**config.mk**
```make
export PLATFORM = sky130hd
export DESIGN_NAME = output_drain
export DESIGN_NICKNAME = d
export VERILOG_FILES = /design/src/rtl/output_drain.sv
export SDC_FILE = /design/constraint.sdc
export NUM_CORES = 1
export LEC_CHECK = 0
export CAP_MARGIN = 20
export CORE_MARGIN = 10
export CORE_UTILIZATION = 40
export DETAILED_ROUTE_END_ITERATION = 12
export HOLD_SLACK_MARGIN = 0.06
export PLACE_DENSITY = 0.67
export SYNTH_ARGS = -nofsm -noshare
export SYNTH_HDL_FRONTEND = slang
export SYNTH_SLANG_ARGS = --single-unit
```
**constraint.sdc**
```tcl
create_clock -name clk -period 2 [get_ports clk]
set_input_delay 0.2 -clock clk [delete_from_list [all_inputs] [get_ports clk]]
set_output_delay 0.2 -clock clk [all_outputs]
set_load 0.02 [all_outputs]
```
**src/rtl/output_drain.sv**
```systemverilog
// Output drain: reads result words from the output SRAM one at a time and
// streams each word out as two bytes (low then high) over a valid/ready port.
module output_drain #(
  parameter int DATA_WIDTH = 16,
  parameter int DEPTH      = 16,
  parameter int ADDR_WIDTH = $clog2(DEPTH),
  parameter int OUT_WIDTH  = 8
) (
  input  logic                  clk,
  input  logic                  rst_n,
  input  logic                  start,
  input  logic [ADDR_WIDTH-1:0] base_addr,
  input  logic [ADDR_WIDTH:0]   count,
  output logic                  sram_re,
  output logic [ADDR_WIDTH-1:0] sram_raddr,
  input  logic [DATA_WIDTH-1:0] sram_rdata,
  output logic [OUT_WIDTH-1:0]  out_data,
  output logic                  out_valid,
  input  logic                  out_ready,
  output logic                  busy,
  output logic                  done
);

  if (DATA_WIDTH != 2 * OUT_WIDTH) begin : g_width_check
    $error("output_drain: DATA_WIDTH must be exactly 2*OUT_WIDTH");
  end

  typedef enum logic [2:0] {
    IDLE,
    READ,
    WAIT,
    SEND_LO,
    SEND_HI,
    DONE
  } state_t;

  state_t                state, state_nxt;
  logic [ADDR_WIDTH-1:0] ptr, ptr_nxt;
  logic [ADDR_WIDTH:0]   remaining, remaining_nxt;
  logic [DATA_WIDTH-1:0] hold, hold_nxt;

  // Address wraps explicitly so non-power-of-two depths also stay in range.
  function automatic logic [ADDR_WIDTH-1:0] wrap_inc(input logic [ADDR_WIDTH-1:0] a);
    if (a == ADDR_WIDTH'(DEPTH - 1)) return '0;
    else return a + 1'b1;
  endfunction

  always_ff @(posedge clk or negedge rst_n) begin
    if (!rst_n) begin
      state     <= IDLE;
      ptr       <= '0;
      remaining <= '0;
      hold      <= '0;
    end else begin
      state     <= state_nxt;
      ptr       <= ptr_nxt;
      remaining <= remaining_nxt;
      hold      <= hold_nxt;
    end
  end

  always_comb begin
    state_nxt     = state;
    ptr_nxt       = ptr;
    remaining_nxt = remaining;
    hold_nxt      = hold;
    case (state)
      IDLE: begin
        if (start) begin
          if (count != '0) begin
            ptr_nxt       = base_addr;
            remaining_nxt = count;
            state_nxt     = READ;
          end else begin
            state_nxt = DONE;
          end
        end
      end
      READ:    state_nxt = WAIT;
      WAIT: begin
        hold_nxt  = sram_rdata;
        state_nxt = SEND_LO;
      end
      SEND_LO: if (out_ready) state_nxt = SEND_HI;
      SEND_HI: begin
        if (out_ready) begin
          remaining_nxt = remaining - 1'b1;
          ptr_nxt       = wrap_inc(ptr);
          state_nxt     = (remaining == (ADDR_WIDTH+1)'(1)) ? DONE : READ;
        end
      end
      DONE:    state_nxt = IDLE;
      default: state_nxt = IDLE;
    endcase
  end

  // Outputs decode registered state only, so reset clears them without a clock.
  always_comb begin
    sram_re    = (state == READ);
    sram_raddr = ptr;
    busy       = (state != IDLE);
    done       = (state == DONE);
    out_valid  = 1'b0;
    out_data   = '0;
    case (state)
      SEND_LO: begin
        out_valid = 1'b1;
        out_data  = hold[OUT_WIDTH-1:0];
      end
      SEND_HI: begin
        out_valid = 1'b1;
        out_data  = hold[DATA_WIDTH-1:OUT_WIDTH];
      end
      default: ;
    endcase
  end

endmodule
```
Word-level counts from Yosys, hierarchy flattened. Index checks and enable logic that the tools add are counted. Widths: inputs -> output; s select.

Add/subtract/negate cells: 2. Equal/unequal tests: 11. Mux-type cells: 17. Reductions and logical operators: 7.

Operator list (number): $mux 4 (4); $pmux 8 s2 (1); $mux 3 (5); $mux 5 (3); $pmux 3 s5 (1); $pmux 5 s2 (1); $ne 2x2->1 const B (4); $pmux 4 s2 (1); $eq 3x2->1 const B (2); $eq 3x3->1 const B (2); $eq 5x1->1 const B (1); $reduce_bool 5->1 (1); $sub 5x1->5 const B (1); $add 4x1->4 const B (1); $eq 4x4->1 const B (1); $reduce_and 4->1 (1); $eq 3x1->1 const B (1); $logic_not 3->1 (1); $reduce_and 3->1 (1); $reduce_bool 3->1 (1); $reduce_bool 2->1 (1); $reduce_or 2->1 (1); $mux 1 (1).

Bits in registers: 28. Output and inout bits: 16.

Longest topological paths before layout.
Word-level depth: 4. Depth in mapped cells: 6.

Least setup slack after synthesis. Ideal clock, no wire load.

Kind: register to register. Start: register state[2]. End: register hold[0]. Library setup time: 0.125 ns. Arrival time: 1.455 ns. Data required time: 1.875 ns. Path slack: 0.420 ns. Stages on the path, launching flop included: 5. Buffers on the path: 2. Period minus slack after synthesis: 1.580 ns. Path through: dfrtp_1 > buf_6 > nor3b_2 > buf_4 > mux2_2.

Longest elaborated chain between the ends: 1.

Ends and longest elaborated chain: from (decl) (line 37) `state_t state, state_nxt;`; from (signal assigned) (line 55) `state <= state_nxt;`; $eq 3x2->1 (line 67) `case (state)`; to (signal assigned) (line 58) `hold <= hold_nxt;`; to (decl) (line 40) `logic [DATA_WIDTH-1:0] hold, hold_nxt;`.

No other way between the ends. A chain may end at the register's enable or synchronous reset.

Worst setup path after layout.
Start: register state[1]. End: output done.

Longest elaborated chain between the ends: 1.

Ends and longest elaborated chain: $eq 3x3->1 (line 102) `done = (state == DONE);`; to (decl) (line 21) `output logic done`.

No other way between the ends.

==> out/metrics.cfg <==
[run_status]
outcome = finished, final reports clean

[sta]
fmax_mhz = 532
relSlewSlack_pct = 72.7
finalClockSkew_ns = 0.00268
rsz0062_at_grt = false
setup_tns_ns = 0
slew_viol_final = 0
fin_crit_ns = 1.88
worst_pin_slew_ns = 0.406
setup-violations-final = 0
hold_violations = 0
worst_slack_ns = 0.119
fin_crit_sh_pct = 94.1

[drt]
first_pass_iters = 4
finalWirelength_um = 3690
dr_wl_met3_um = 314
post_drt_via_cell_ratio = 5.35
wl_met1_um = 1530
antenna_left = 0
routed-wl-met2_um = 1830
dr.max_layer_used = met4
route.vias.total = 1241
post_drt_wl_per_cell_um = 15.9
drc_errors = 0
drtIter0Drc = 74

[setup_path]
r2r_end = remaining[4]$_DFFE_PN0P_
cp_slowest_cell = clkdlybuf4s50_1
worst_setup_path_end_kind = primary output
r2r_setup_slack_ns = 0.31
path_cells = buf_4 > and3b_1 > clkdlybuf4s50_1
crit_path_start_kind = flop
critPathKind = flop to primary output
required_ns = 1.80
crit_arrival_ns = 1.68
r2r-start = state[2]$_DFFE_PN0P_
rr_worst_depth = 6
cp_max_fo = 8
max_stage_delay_ns = 0.60

[synthesis]
synthTopCellsByArea = dfrtp_1 48%, mux2_2 13%, a22o_1 4.8%
ys_types = 35
netlist.top_cell.by_area = dfrtp_1
synthFlopType = dfrtp_1
synth-edff-count = 0
synthArstFlopShare_pct = 100
synth_adder_area_share_pct = 2.56
synth_top_area_share_pct = 47.7
synthXorXnorAreaFrac_pct = 0
synth-seq-cells = 28
ys_seq_area_share_pct = 47.7
yosysWarnings = 0
synthCells = 135
syn_nets = 167
synth_compound_area_share_pct = 17.2
synth_top_family_by_area = compound AO/OA/AOI/OAI gates
synthSimpleGateAreaFrac_pct = 14.2
syn_area_per_cell_um2 = 10.9
synthMuxAreaShare_pct = 13.7
syn_area_um2 = 1470

[die]
die_h_um = 80.6
rows = 21
die_area_um2 = 6490
die-width_um = 80.6
io_pins = 45
core_area_um2 = 3440
start_util_pct = 42.6

[cts]
cts_setup_buffers = 0
ctsLongestPathBuffers = 2
cts_max_level = 1
clkLatencyLatePin_ns = 0.27
cts_root_buf = clkbuf_8
cts_tree = built
clock-sinks = 28
path_clk_slew_ns = 0.09
cts_made_buffers = 3

[placed_design]
dpl_cell_area_um2 = 2000
place_inst = 228
port_buffers = 44
hpwlAfterDp_um = 2900
gp_congestion = 0.763
detailedPlace.worstSlack_ns = 0.0772

[layout]
layout_commonest_cell = clkdlybuf4s50_1
area_growth_pct = 40.0
post-route-util_pct = 59.7
antenna_cells = 0
layout-drive-gt1-share_pct = 20.4
nNetsFinal = 219
final_cell_mix = 33 x clkdlybuf4s50_1, 26 x dfrtp_1, 17 x mux2_2
fillers = 322
stdcell_count = 232
final_area_um2 = 2050

[global_routing]
grt_max_degree = 29
grt-ovfl-total = 0
grt_pass1_vias = 1362
track_usage_pct = 11.8
antenna_found_initial = 0
grt_pass1_wl_um = 6280

[pwr]
p_seq_share_pct = 36.2
p_int_uw = 1840
power_frac_comb_pct = 52.1
power_frac_clock_pct = 11.7
ir_worst_vdd_uv = 726
p_sw_uw = 1150
power.share.switching_pct = 38.4
power.leakage_uw = 0.000879
p_per_area_nw_per_um2 = 1460

[flow_run]
maxCapViolations = 0

[hold_path]
hold_path.class = input pin to asynchronous set/reset pin

-- cells in the mapped netlist (2+ instances only) --
| library cell | count |
|---|---|
| a21oi_1 | 8 |
| a22o_1 | 8 |
| a31oi_1 | 4 |
| buf_2 | 2 |
| buf_6 | 2 |
| clkbuf_1 | 3 |
| dfrtp_1 | 28 |
| ha_1 | 3 |
| inv_1 | 4 |
| mux2_2 | 17 |
| nand2_1 | 8 |
| nand2b_1 | 2 |
| nand3_1 | 6 |
| nand4b_1 | 2 |
| nor2_1 | 9 |
| nor3_1 | 2 |
| nor3b_2 | 2 |
| o211ai_1 | 2 |
| o21ai_0 | 7 |
-- layout make-up --
cell class / count / area, um2 / area share, %
repair buffers: 55 / 517 / 25.2
inverters: 4 / 15.0 / 0.731
flip-flops and latches: 28 / 703 / 34.2
well taps: 46 / 57.6 / 2.80
multi-input cells: 95 / 707 / 34.4
clock buffers: 4 / 55.1 / 2.68
-- power groups by stage --
| stage | Clock [uW] | Combinational (uW) | Sequential, uW |
|---|---|---|---|
| final | 350 | 1560 | 1080 |
| after global routing | 383 | 1720 | 1130 |
| after CTS | 359 | 1580 | 1090 |
| after detailed placement | 0 | 1650 | 1100 |
| after global placement | 0 | 1610 | 1080 |
| after floorplan | 0 | 1050 | 1060 |
-- metal layers --
metal  up-vias  global-route usage (%)
li1        595                       -
met5         -                       0
met1       608                    13.6
met2        36                    19.4
met3         2                    4.79
met4         0                    3.35
-- stage by stage --
step                total power [uW]  hold slack, ns
finish                          2990           0.304
global route                    3230           0.340
CTS                             3030           0.320
detailed placement              2750           0.497
global placement                2680           0.490
floorplan                       2110         -0.0956
-- registers in the layout (all words and copies together), names as in the netlist --
| name | count |
|---|---|
| hold | 16 |
| remaining | 5 |
| sram_raddr | 4 |
| state | 3 |
-- timing repair --
action / CTS / global route
resized for setup: 12 / 3
endpoints found under the setup margin: 10 / 5
hold buffers: 0 / 0
-- worst max-delay path by stage --
| stage | startpoint | to | slack, ns | cells past startpoint |
|---|---|---|---|---|
| 6_report | state[1]$_DFFE_PN0P_ | done | 0.12 | 3 |
| 5_1_grt | state[0]$_DFFE_PN0P_ | out_data[5] | 0.007 | 5 |
| 4_1_cts | state[2]$_DFFE_PN0P_ | sram_re | 0.07 | 3 |
| 3_5_place_dp | state[0]$_DFFE_PN0P_ | out_data[4] | 0.08 | 5 |
| 3_3_place_gp | state[0]$_DFFE_PN0P_ | out_data[0] | 0.12 | 4 |
| 2_1_floorplan | state[2]$_DFFE_PN0P_ | hold[0]$_DFFE_PN0P_ | 0.42 | 4 |
-- critical path: cells and delay by family, from the launching register on --
family	cells	cell delay, ns
and+or+nand+nor	1	0.21
buffers and inverters	2	0.77
DFF	1	0.42
-- kinds of logic (layout without fill, tap and decap cells) --
family | after synthesis | in the layout
and+or+nand+nor | 38 | 38
AOI/OAI and AO/OA | 36 | 36
DFF | 28 | 28
muxes | 18 | 18
buffers and inverters | 12 | 63
adders and majority gates | 3 | 3
No activity file was read; power rests on OpenSTA's default activity.
